## config.mk

```make
export PLATFORM = sky130hd
export DESIGN_NAME = restoring_divider_flat
export DESIGN_NICKNAME = d
export VERILOG_FILES = /design/src/rtl/arith_pkg.sv /design/src/rtl/restoring_divider_if.sv /design/src/rtl/restoring_divider_div_step.sv /design/src/rtl/restoring_divider.sv /design/src/flat_wrapper.sv
export SDC_FILE = /design/constraint.sdc
export NUM_CORES = 1
export LEC_CHECK = 0
export CAP_MARGIN = 20
export CORE_MARGIN = 2
export CORE_UTILIZATION = 49
export DETAILED_ROUTE_END_ITERATION = 8
export PLACE_DENSITY = 0.75
export SYNTH_ARGS = -nofsm -noshare
export SYNTH_HDL_FRONTEND = slang
export SYNTH_SLANG_ARGS = --single-unit
```

## constraint.sdc

```tcl
create_clock -name Clock -period 2.35 [get_ports Clock]
set_input_delay 0.705 -clock Clock [delete_from_list [all_inputs] [get_ports Clock]]
set_output_delay 0.705 -clock Clock [all_outputs]
set_load 0.05 [all_outputs]
```

## src/rtl/arith_pkg.sv

```systemverilog
// Shared arithmetic-unit definitions: divider FSM states, default width and
// a constant-foldable ceil(log2) used to size iteration counters.
package arith_pkg;

  typedef enum logic [1:0] {
    IDLE = 2'd0,
    CALC = 2'd1,
    DONE = 2'd2
  } div_state_e;

  localparam int DIV_SIZE = 32;

  function automatic int clog2(input int value);
    int result;
    result = 0;
    for (int i = 0; i < 31; i++) begin
      if ((32'sd1 <<< i) < value) begin
        result = i + 1;
      end else begin
        result = result;
      end
    end
    return result;
  endfunction

endpackage

```

## src/rtl/restoring_divider_if.sv

```systemverilog
// Operand/result bundle shared by the divider and whatever drives it
// (master = operand source, slave = divider).
import arith_pkg::*;

interface restoring_divider_if #(
  parameter int SIZE = DIV_SIZE
);
  logic            Start;
  logic [SIZE-1:0] Data_A;
  logic [SIZE-1:0] Data_B;
  logic [SIZE-1:0] Quotient;
  logic [SIZE-1:0] Remainder;
  logic            Busy;
  logic            Done;
  logic            Div_By_Zero;

  modport master (
    output Start, Data_A, Data_B,
    input  Quotient, Remainder, Busy, Done, Div_By_Zero
  );

  modport slave (
    input  Start, Data_A, Data_B,
    output Quotient, Remainder, Busy, Done, Div_By_Zero
  );
endinterface

```

## src/rtl/restoring_divider_div_step.sv

```systemverilog
// One restoring-division iteration: shift in a dividend bit, trial-subtract
// the divisor, keep the difference only when it does not go negative.
import arith_pkg::*;

module div_step #(
  parameter int SIZE = DIV_SIZE
) (
  input  logic [SIZE-1:0] rem_i,
  input  logic            dividend_bit_i,
  input  logic [SIZE-1:0] divisor_i,
  output logic [SIZE-1:0] rem_o,
  output logic            q_bit_o
);

  logic [SIZE:0] trial_s;

  // The trial carries the extra bit so a divisor with its MSB set compares
  // correctly; the kept remainder is always below the divisor, so the
  // subtraction can be done modulo 2**SIZE.
  always_comb begin
    trial_s = {rem_i, dividend_bit_i};
    if (trial_s >= {1'b0, divisor_i}) begin
      rem_o   = trial_s[SIZE-1:0] - divisor_i;
      q_bit_o = 1'b1;
    end else begin
      rem_o   = trial_s[SIZE-1:0];
      q_bit_o = 1'b0;
    end
  end

endmodule

```

## src/rtl/restoring_divider.sv

```systemverilog
// Sequential unsigned restoring divider, one quotient bit per clock.
// Optional macro DIV_BY_ZERO_SHORTCUT_EN: a zero divisor skips CALC entirely.
import arith_pkg::*;

module restoring_divider #(
  parameter int SIZE = DIV_SIZE
) (
  input logic                Clock,
  input logic                Reset,
  restoring_divider_if.slave bus
);

  localparam int CNT_W = (clog2(SIZE) < 1) ? 1 : clog2(SIZE);
  localparam logic [CNT_W-1:0] LAST_CNT = CNT_W'(SIZE - 1);

  div_state_e      state_q,     state_d;
  logic [SIZE-1:0] dividend_q,  dividend_d;
  logic [SIZE-1:0] divisor_q,   divisor_d;
  logic [SIZE-1:0] rem_q,       rem_d;
  logic [CNT_W-1:0] count_q,    count_d;
  logic [SIZE-1:0] quotient_q,  quotient_d;
  logic [SIZE-1:0] remainder_q, remainder_d;
  logic            busy_q,      busy_d;
  logic            done_q,      done_d;
  logic            dbz_q,       dbz_d;

  logic [SIZE-1:0] step_rem_s;
  logic            step_q_bit_s;

  div_step #(.SIZE(SIZE)) u_div_step (
    .rem_i          (rem_q),
    .dividend_bit_i (dividend_q[SIZE-1]),
    .divisor_i      (divisor_q),
    .rem_o          (step_rem_s),
    .q_bit_o        (step_q_bit_s)
  );

  // Next-state and datapath update; the dividend register doubles as the
  // quotient accumulator, filling from the LSB as dividend bits shift out.
  always_comb begin
    state_d     = state_q;
    dividend_d  = dividend_q;
    divisor_d   = divisor_q;
    rem_d       = rem_q;
    count_d     = count_q;
    quotient_d  = quotient_q;
    remainder_d = remainder_q;
    busy_d      = busy_q;
    done_d      = 1'b0;
    dbz_d       = dbz_q;

    case (state_q)
      IDLE: begin
        if (bus.Start) begin
          dividend_d = bus.Data_A;
          divisor_d  = bus.Data_B;
          rem_d      = '0;
          count_d    = '0;
          dbz_d      = (bus.Data_B == '0);
`ifdef DIV_BY_ZERO_SHORTCUT_EN
          if (bus.Data_B == '0) begin
            quotient_d  = '1;
            remainder_d = bus.Data_A;
            busy_d      = 1'b0;
            done_d      = 1'b1;
            state_d     = DONE;
          end else begin
            busy_d  = 1'b1;
            state_d = CALC;
          end
`else
          busy_d  = 1'b1;
          state_d = CALC;
`endif
        end else begin
          state_d = IDLE;
        end
      end

      CALC: begin
        rem_d      = step_rem_s;
        dividend_d = {dividend_q[SIZE-2:0], step_q_bit_s};
        count_d    = count_q + CNT_W'(1);
        if (count_q == LAST_CNT) begin
          quotient_d  = {dividend_q[SIZE-2:0], step_q_bit_s};
          remainder_d = step_rem_s;
          busy_d      = 1'b0;
          done_d      = 1'b1;
          state_d     = DONE;
        end else begin
          state_d = CALC;
        end
      end

      DONE: begin
        state_d = IDLE;
      end

      default: begin
        busy_d  = 1'b0;
        state_d = IDLE;
      end
    endcase
  end

  // All state and outputs share one synchronous reset; a Start coinciding
  // with Reset is dropped.
  always_ff @(posedge Clock) begin
    if (Reset) begin
      state_q     <= IDLE;
      dividend_q  <= '0;
      divisor_q   <= '0;
      rem_q       <= '0;
      count_q     <= '0;
      quotient_q  <= '0;
      remainder_q <= '0;
      busy_q      <= 1'b0;
      done_q      <= 1'b0;
      dbz_q       <= 1'b0;
    end else begin
      state_q     <= state_d;
      dividend_q  <= dividend_d;
      divisor_q   <= divisor_d;
      rem_q       <= rem_d;
      count_q     <= count_d;
      quotient_q  <= quotient_d;
      remainder_q <= remainder_d;
      busy_q      <= busy_d;
      done_q      <= done_d;
      dbz_q       <= dbz_d;
    end
  end

  assign bus.Quotient    = quotient_q;
  assign bus.Remainder   = remainder_q;
  assign bus.Busy        = busy_q;
  assign bus.Done        = done_q;
  assign bus.Div_By_Zero = dbz_q;

endmodule
```

## src/flat_wrapper.sv

```systemverilog
// flat-port wrapper written by rule: the top's interface ports become plain ports
module restoring_divider_flat 
#(
  parameter int SIZE = DIV_SIZE
)
  (Clock, Reset, bus_Start, bus_Data_A, bus_Data_B, bus_Quotient, bus_Remainder, bus_Busy, bus_Done, bus_Div_By_Zero);
  restoring_divider_if #(.SIZE(SIZE)) bus_i ();
  input logic Clock;
  input logic Reset;
  input wire logic [$bits(bus_i.Start)-1:0] bus_Start;
  input wire logic [$bits(bus_i.Data_A)-1:0] bus_Data_A;
  input wire logic [$bits(bus_i.Data_B)-1:0] bus_Data_B;
  output wire logic [$bits(bus_i.Quotient)-1:0] bus_Quotient;
  output wire logic [$bits(bus_i.Remainder)-1:0] bus_Remainder;
  output wire logic [$bits(bus_i.Busy)-1:0] bus_Busy;
  output wire logic [$bits(bus_i.Done)-1:0] bus_Done;
  output wire logic [$bits(bus_i.Div_By_Zero)-1:0] bus_Div_By_Zero;
  assign bus_i.Start = bus_Start;
  assign bus_i.Data_A = bus_Data_A;
  assign bus_i.Data_B = bus_Data_B;
  assign bus_Quotient = bus_i.Quotient;
  assign bus_Remainder = bus_i.Remainder;
  assign bus_Busy = bus_i.Busy;
  assign bus_Done = bus_i.Done;
  assign bus_Div_By_Zero = bus_i.Div_By_Zero;
  restoring_divider #(.SIZE(SIZE)) u_core (.Clock(Clock), .Reset(Reset), .bus(bus_i));
endmodule
```

# --- Word level (Yosys, flattened, before mapping) ---
# Index checks and enable logic that the tools add are counted.
totals:
  inputBits: 67
  register_bits: 170
  output_inout_bits: 67
  elab_cells: 43
op_classes:
  bitwise_logic: 2
  n_addsub: 2
  n_mux: 15
  n_eq_ne: 5
  n_lt_le_gt_ge: 1
  n_reduce_logical: 8
ops:
  columns: ["cell", "count"]
  rows:
  - ["$pmux W32 S2", 2]
  - ["$mux W32", 3]
  - ["$ge A33 B32 Y1", 1]
  - ["$logic_not A32 Y1", 1]
  - ["$sub A32 B32 Y32", 1]
  - ["$pmux W5 S2", 1]
  - ["$reduce_and A2 Y1", 3]
  - ["$add A5 B1 Y5 const B", 1]
  - ["$eq A5 B5 Y1 const B", 1]
  - ["$mux W1", 5]
  - ["$mux W5", 1]
  - ["$pmux W2 S2", 1]
  - ["$pmux W1 S3", 1]
  - ["$reduce_and A3 Y1", 1]
  - ["$eq A2 B1 Y1 const B", 1]
  - ["$eq A2 B2 Y1 const B", 1]
  - ["$logic_not A2 Y1", 1]
  - ["$mux W2", 1]
  - ["$ne A2 B1 Y1 const B", 1]
  - ["$ne A2 B2 Y1 const B", 1]
  - ["$not A1 Y1", 2]
  - ["$reduce_bool A2 Y1", 1]
  - ["$reduce_or A2 Y1", 1]

# --- Depth between registers and ports, before layout ---
depth:
  ltp_word: 3
  ltp_mapped: 13
  depth_no_buf: 12

# --- By module ---
# A second synthesis with hierarchy kept.
hier_totals:
  cells_unflattened: 970
  area_unflattened_um2: 8398.1
modules_own_cells:
  columns: ["mod", "area_each_um2", "cells_per_inst", "seq_area_each_um2", "n_inst"]
  rows:
  - ["restoring_divider", 6067.1, 647, 3403.3, 1]
  - ["div_step", 2331.0, 323, 0.0, 1]

# --- Least setup slack after synthesis ---
# OpenSTA, ideal clock, no wires.
synth_path:
  path_type: "reg2reg"
  startpoint: "register u_core.dividend_q[31]"
  endpoint: "register u_core.rem_q[30]"
  setup_time_ps: 119
  period_less_slack_ps: 2571
  required_time_ps: 2231
  slack_ps: -221
  arrival_time_ps: 2452
  path_stages_with_launch: 13
  n_path_buf: 0
  path_cell_list: "dfxtp_1 > inv_1 > ha_1 > inv_1 > fa_1 > nand3_1 > a21oi_1 > o41ai_1 > a211oi_1 > a221oi_1 > o21ai_0 > xor2_1 > a2bb2oi_1"
synth_between:
  elab_chain_len: 3
  elab_cells_between_ends: 4
  cone_classes: "add/sub (1); order compare (1); mux (2)"
synth_lines:
  columns: ["item", "line_no", "text"]
  rows:
  - ["from (decl)", "restoring_divider.sv:17", "logic [SIZE-1:0] dividend_q, dividend_d;"]
  - ["from (signal assigned)", "restoring_divider.sv:122", "dividend_q <= dividend_d;"]
  - ["$sub A32 B32 Y32 / $ge A33 B32 Y1 (equally long branches)", "restoring_divider_div_step.sv:23, restoring_divider_div_step.sv:22", null]
  - ["$mux W32 *", "restoring_divider_div_step.sv:22", "if (trial_s >= {1'b0, divisor_i}) begin"]
  - ["$pmux W32 S2 *", "restoring_divider.sv:52", "case (state_q)"]
  - ["to (signal assigned)", "restoring_divider.sv:124", "rem_q <= rem_d;"]
  - ["to (decl)", "restoring_divider.sv:19", "logic [SIZE-1:0] rem_q, rem_d;"]
# Every way passes the cells marked *; elsewhere a longest branch is shown, timed or not.
# A chain may end at the register's enable or synchronous reset.

# --- Worst setup path after layout ---
layout_path:
  startpoint: "register u_core.divisor_q[14]"
  endpoint: "register u_core.remainder_q[31], in the netlist u_core.bus.Remainder[31]"
layout_between:
  elab_chain_len: 2
  elab_cells_between_ends: 3
  cone_classes: "add/sub (1); order compare (1); mux (1)"
layout_lines:
  columns: ["item", "line_no", "text"]
  rows:
  - ["from (decl)", "restoring_divider.sv:18", "logic [SIZE-1:0] divisor_q, divisor_d;"]
  - ["from (signal assigned)", "restoring_divider.sv:123", "divisor_q <= divisor_d;"]
  - ["$sub A32 B32 Y32 / $ge A33 B32 Y1 (equally long branches)", "restoring_divider_div_step.sv:23, restoring_divider_div_step.sv:22", null]
  - ["$mux W32 *", "restoring_divider_div_step.sv:22", null]
  - ["to (signal assigned)", "restoring_divider.sv:127", "remainder_q <= remainder_d;"]
  - ["to (decl)", "restoring_divider.sv:22", "logic [SIZE-1:0] remainder_q, remainder_d;"]
# Marks and branches as above.

==> impl_metrics.tcl <==
set metrics [dict create \
    layout_common_cells "253 x nand2_1, 158 x buf_4, 146 x dfxtp_1, 120 x clkdlybuf4s50_1, 103 x a21oi_1" \
    cts-root-buf "clkbuf_16" \
    slew_violations 0 \
    syn_inst 1069 \
    p_int_mw 11.2 \
    start_kind "register" \
    yosys-top-cells-area "dfxtp_1 41%, nand2_1 12%, a21oi_1 6.9%" \
    first_pass_iters 8 \
    leakage_nw 5.22 \
    totalPowerFinal_mw 19.6 \
    rsz0062_at_grt "true" \
    grt_max_degree 100 \
    coreArea_um2 16600 \
    htree_levels 4 \
    p_clk_frac 0.148 \
    worstSetupPathType "register to register" \
    synth_edf_count 0 \
    die_height_um 135 \
    routed_via_density 5.89 \
    synth.distinct_cells 75 \
    arrival_ns 2.91 \
    drive_gt1_frac 0.290 \
    grt_overflow_total 0 \
    dp.cells 1504 \
    worstPathCellList "inv_2 -> ha_4 -> nand4_1 -> nor3b_4 -> and3_4 -> a311oi_2 -> o21ai_2 -> buf_4 -> buf_6 -> nor2_4 -> o41ai_4 -> o32ai_2" \
    io_pins 134 \
    avgSynthCellArea_um2 7.82 \
    clk_latency_ns 0.44 \
    cts_tree "built" \
    routed_wl_mm 29.8 \
    dp_hpwl_mm 18.1 \
    hold_path_class "register to register" \
    cp.required_ns 2.66 \
    slew_headroom 0.634 \
    seq_area_frac_synth 0.407 \
    synthArstFlopShare 0 \
    status "finished, violations left" \
    grt_pass1_vias 8554 \
    rows 47 \
    finalCritPeriodShare 1.10 \
    worstMarginPinSlew_ns 0.548 \
    yosys.area.top_type "dfxtp_1" \
    grt_usage 0.301 \
    fmax_ghz 0.385 \
    timing.final.ws_setup_ns -0.244 \
    antenna_found_initial 0 \
    hold_viol 0 \
    synth_fp_nets 1171 \
    die_area_um2 18100 \
    synth_top_area_frac 0.407 \
    path_max_fanout 6 \
    sw_frac_of_total 0.429 \
    violations "setup timing" \
    initial_utilization 0.503 \
    portBuffers 133 \
    critPathMaxStageDelay_ns 0.44 \
    period_needed_ns 2.59 \
    switchingPower_mw 8.39 \
    seq_area_um2 3440 \
    ys_warn_count 0 \
    syn-cell-area_um2 8360 \
    diodes 0 \
    multiInputGateArea_um2 5630 \
    stdcell_count 1559 \
    drc 0 \
    post_drt_wl_per_cell_um 19.1 \
    setup_viol_count_final 63 \
    fillers 1104 \
    r2r_slack_ns -0.24 \
    cts_buffers 17 \
    grt_pass1_wl_mm 43.4 \
    skew_ns 0.0166 \
    place.gp.congestion 0.932 \
    power_frac_comb 0.677 \
    fp.dieW_um 135 \
    drt_iter0_markers 735 \
    critPathSlowestCell "o41ai_4" \
    area_growth_pct 54.2 \
    synth_seq_cells 170 \
    worst_setup_path_end_kind "register" \
    p_seq_frac 0.175 \
    vias 9180 \
    final_common_cell "nand2_1" \
    fin_nets 1428 \
    clk_pin_slew_worst_paths_ns 0.07 \
    maxCapViolCount 0 \
    postRouteAntennaNets 0 \
    cts_sinks 170 \
    ir_drop_uv 911 \
    cts_buffer_depth 2 \
    dp_worst_setup_slack_ns -0.341 \
    synth-main-ff-cell "dfxtp_1" \
    power_density_nw_per_um2 1520 \
]
[worst max-delay path: cells and delay by family (launching register included)]
family          cells  cell delay, ns
flops               1            0.35
fa+ha+maj           1            0.31
simple gates        4            0.73
compound gates      4            0.75
buf+inv             3            0.32
[area by class of cell]
class | instances | area share
Clock buffer | 17 | 0.0330
Clock inverter | 15 | 0.0142
Inverter | 44 | 0.0128
Multi-Input combinational cell | 788 | 0.437
Sequential cell | 170 | 0.266
Tap cell | 220 | 0.0213
Timing Repair Buffer | 305 | 0.216
[registers in the layout, summed over array words and instances, names as in the netlist]
signal                  cells
u_core.bus.Div_By_Zero      1
u_core.dividend_q          32
u_core.count_q              5
u_core.bus.Remainder       32
u_core.bus.Quotient        32
u_core.divisor_q           32
u_core.bus.Done             1
u_core.bus.Busy             1
u_core.rem_q               32
u_core.state_q              2
[synth_stat cells, drive strengths merged (4+ instances only)]
cell and n:
nand2 258, dfxtp 170, a21oi 117, o21ai 75, nor2 70, clkbuf 58, inv 44, a311oi 34
ha 34, mux2i 22, xnor2 16, nor4 13, nand3 12, xor2 10, and3 9, buf 9
nand4 8, a211oi 7, a31oi 7, a21o 6, nand2b 6, nor3 6, o211ai 6, o21a 6
and2 5, o31ai 5, a22oi 4, or3 4
[what timing repair did]
action / CTS / global route
pin swaps: 58 / 29
setup buffers: 19 / 7
hold buffers: 0 / 0
endpoints found under the setup margin: 65 / 77
cloned: 2 / 0
resized for setup: 115 / 110
[layer usage]
layer / vias up / track usage / routed length [um]
li1: 4255 / - / -
met1: 4409 / 0.372 / 11900
met2: 424 / 0.509 / 14600
met3: 92 / 0.0694 / 2190
met4: 0 / 0.115 / 1150
met5: - / 0 / 0
[path summary, 6_finish.rpt]
kind | startpoint | endpoint | cells after the start
setup / recovery | u_core.divisor_q[14] | u_core.bus.Remainder[31] | 12
hold / removal | u_core.bus.Quotient[22] | u_core.bus.Quotient[22] | 2
setup reg to reg | u_core.divisor_q[14] | u_core.bus.Remainder[31] | 12
hold reg to reg | u_core.bus.Quotient[22] | u_core.bus.Quotient[22] | 2
[through the flow]
stage / utilization / TNS [ns] / cell area [um^2] / hold WS (ns)
detailed placement: 0.668 / -9.18 / 11100 / 0.447
CTS: 0.748 / -4.38 / 12400 / 0.456
floorplan: - / -0.0256 / 8610 / 0.436
global placement: 0.668 / -7.47 / 11100 / 0.441
finish: 0.775 / -7.72 / 12900 / 0.456
global route: 0.775 / -12.95 / 12900 / 0.478
[cells by family (layout without fill, tap and decap cells)]
group / after synthesis / count (layout) / synth area share
muxes: 25 / 25 / 0.0308
xor gates and xnor gates: 26 / 26 / 0.0272
buffers and inverters: 111 / 381 / 0.0537
DFF: 170 / 170 / 0.407
and+or+nand+nor: 404 / 404 / 0.206
AOI/OAI and AO/OA: 298 / 298 / 0.222
adders and majority gates: 35 / 35 / 0.0533
[power by group through the flow]
stage,Combinational [mW],Clock (mW),Sequential (mW)
2_1_floorplan,5.45,0,3.39
3_3_place_gp,8.47,0,3.40
3_5_place_dp,8.51,0,3.41
4_1_cts,11.2,2.92,3.38
5_1_grt,13.8,3.05,3.44
6_report,13.2,2.90,3.42
No activity file was read; power rests on OpenSTA's default activity.
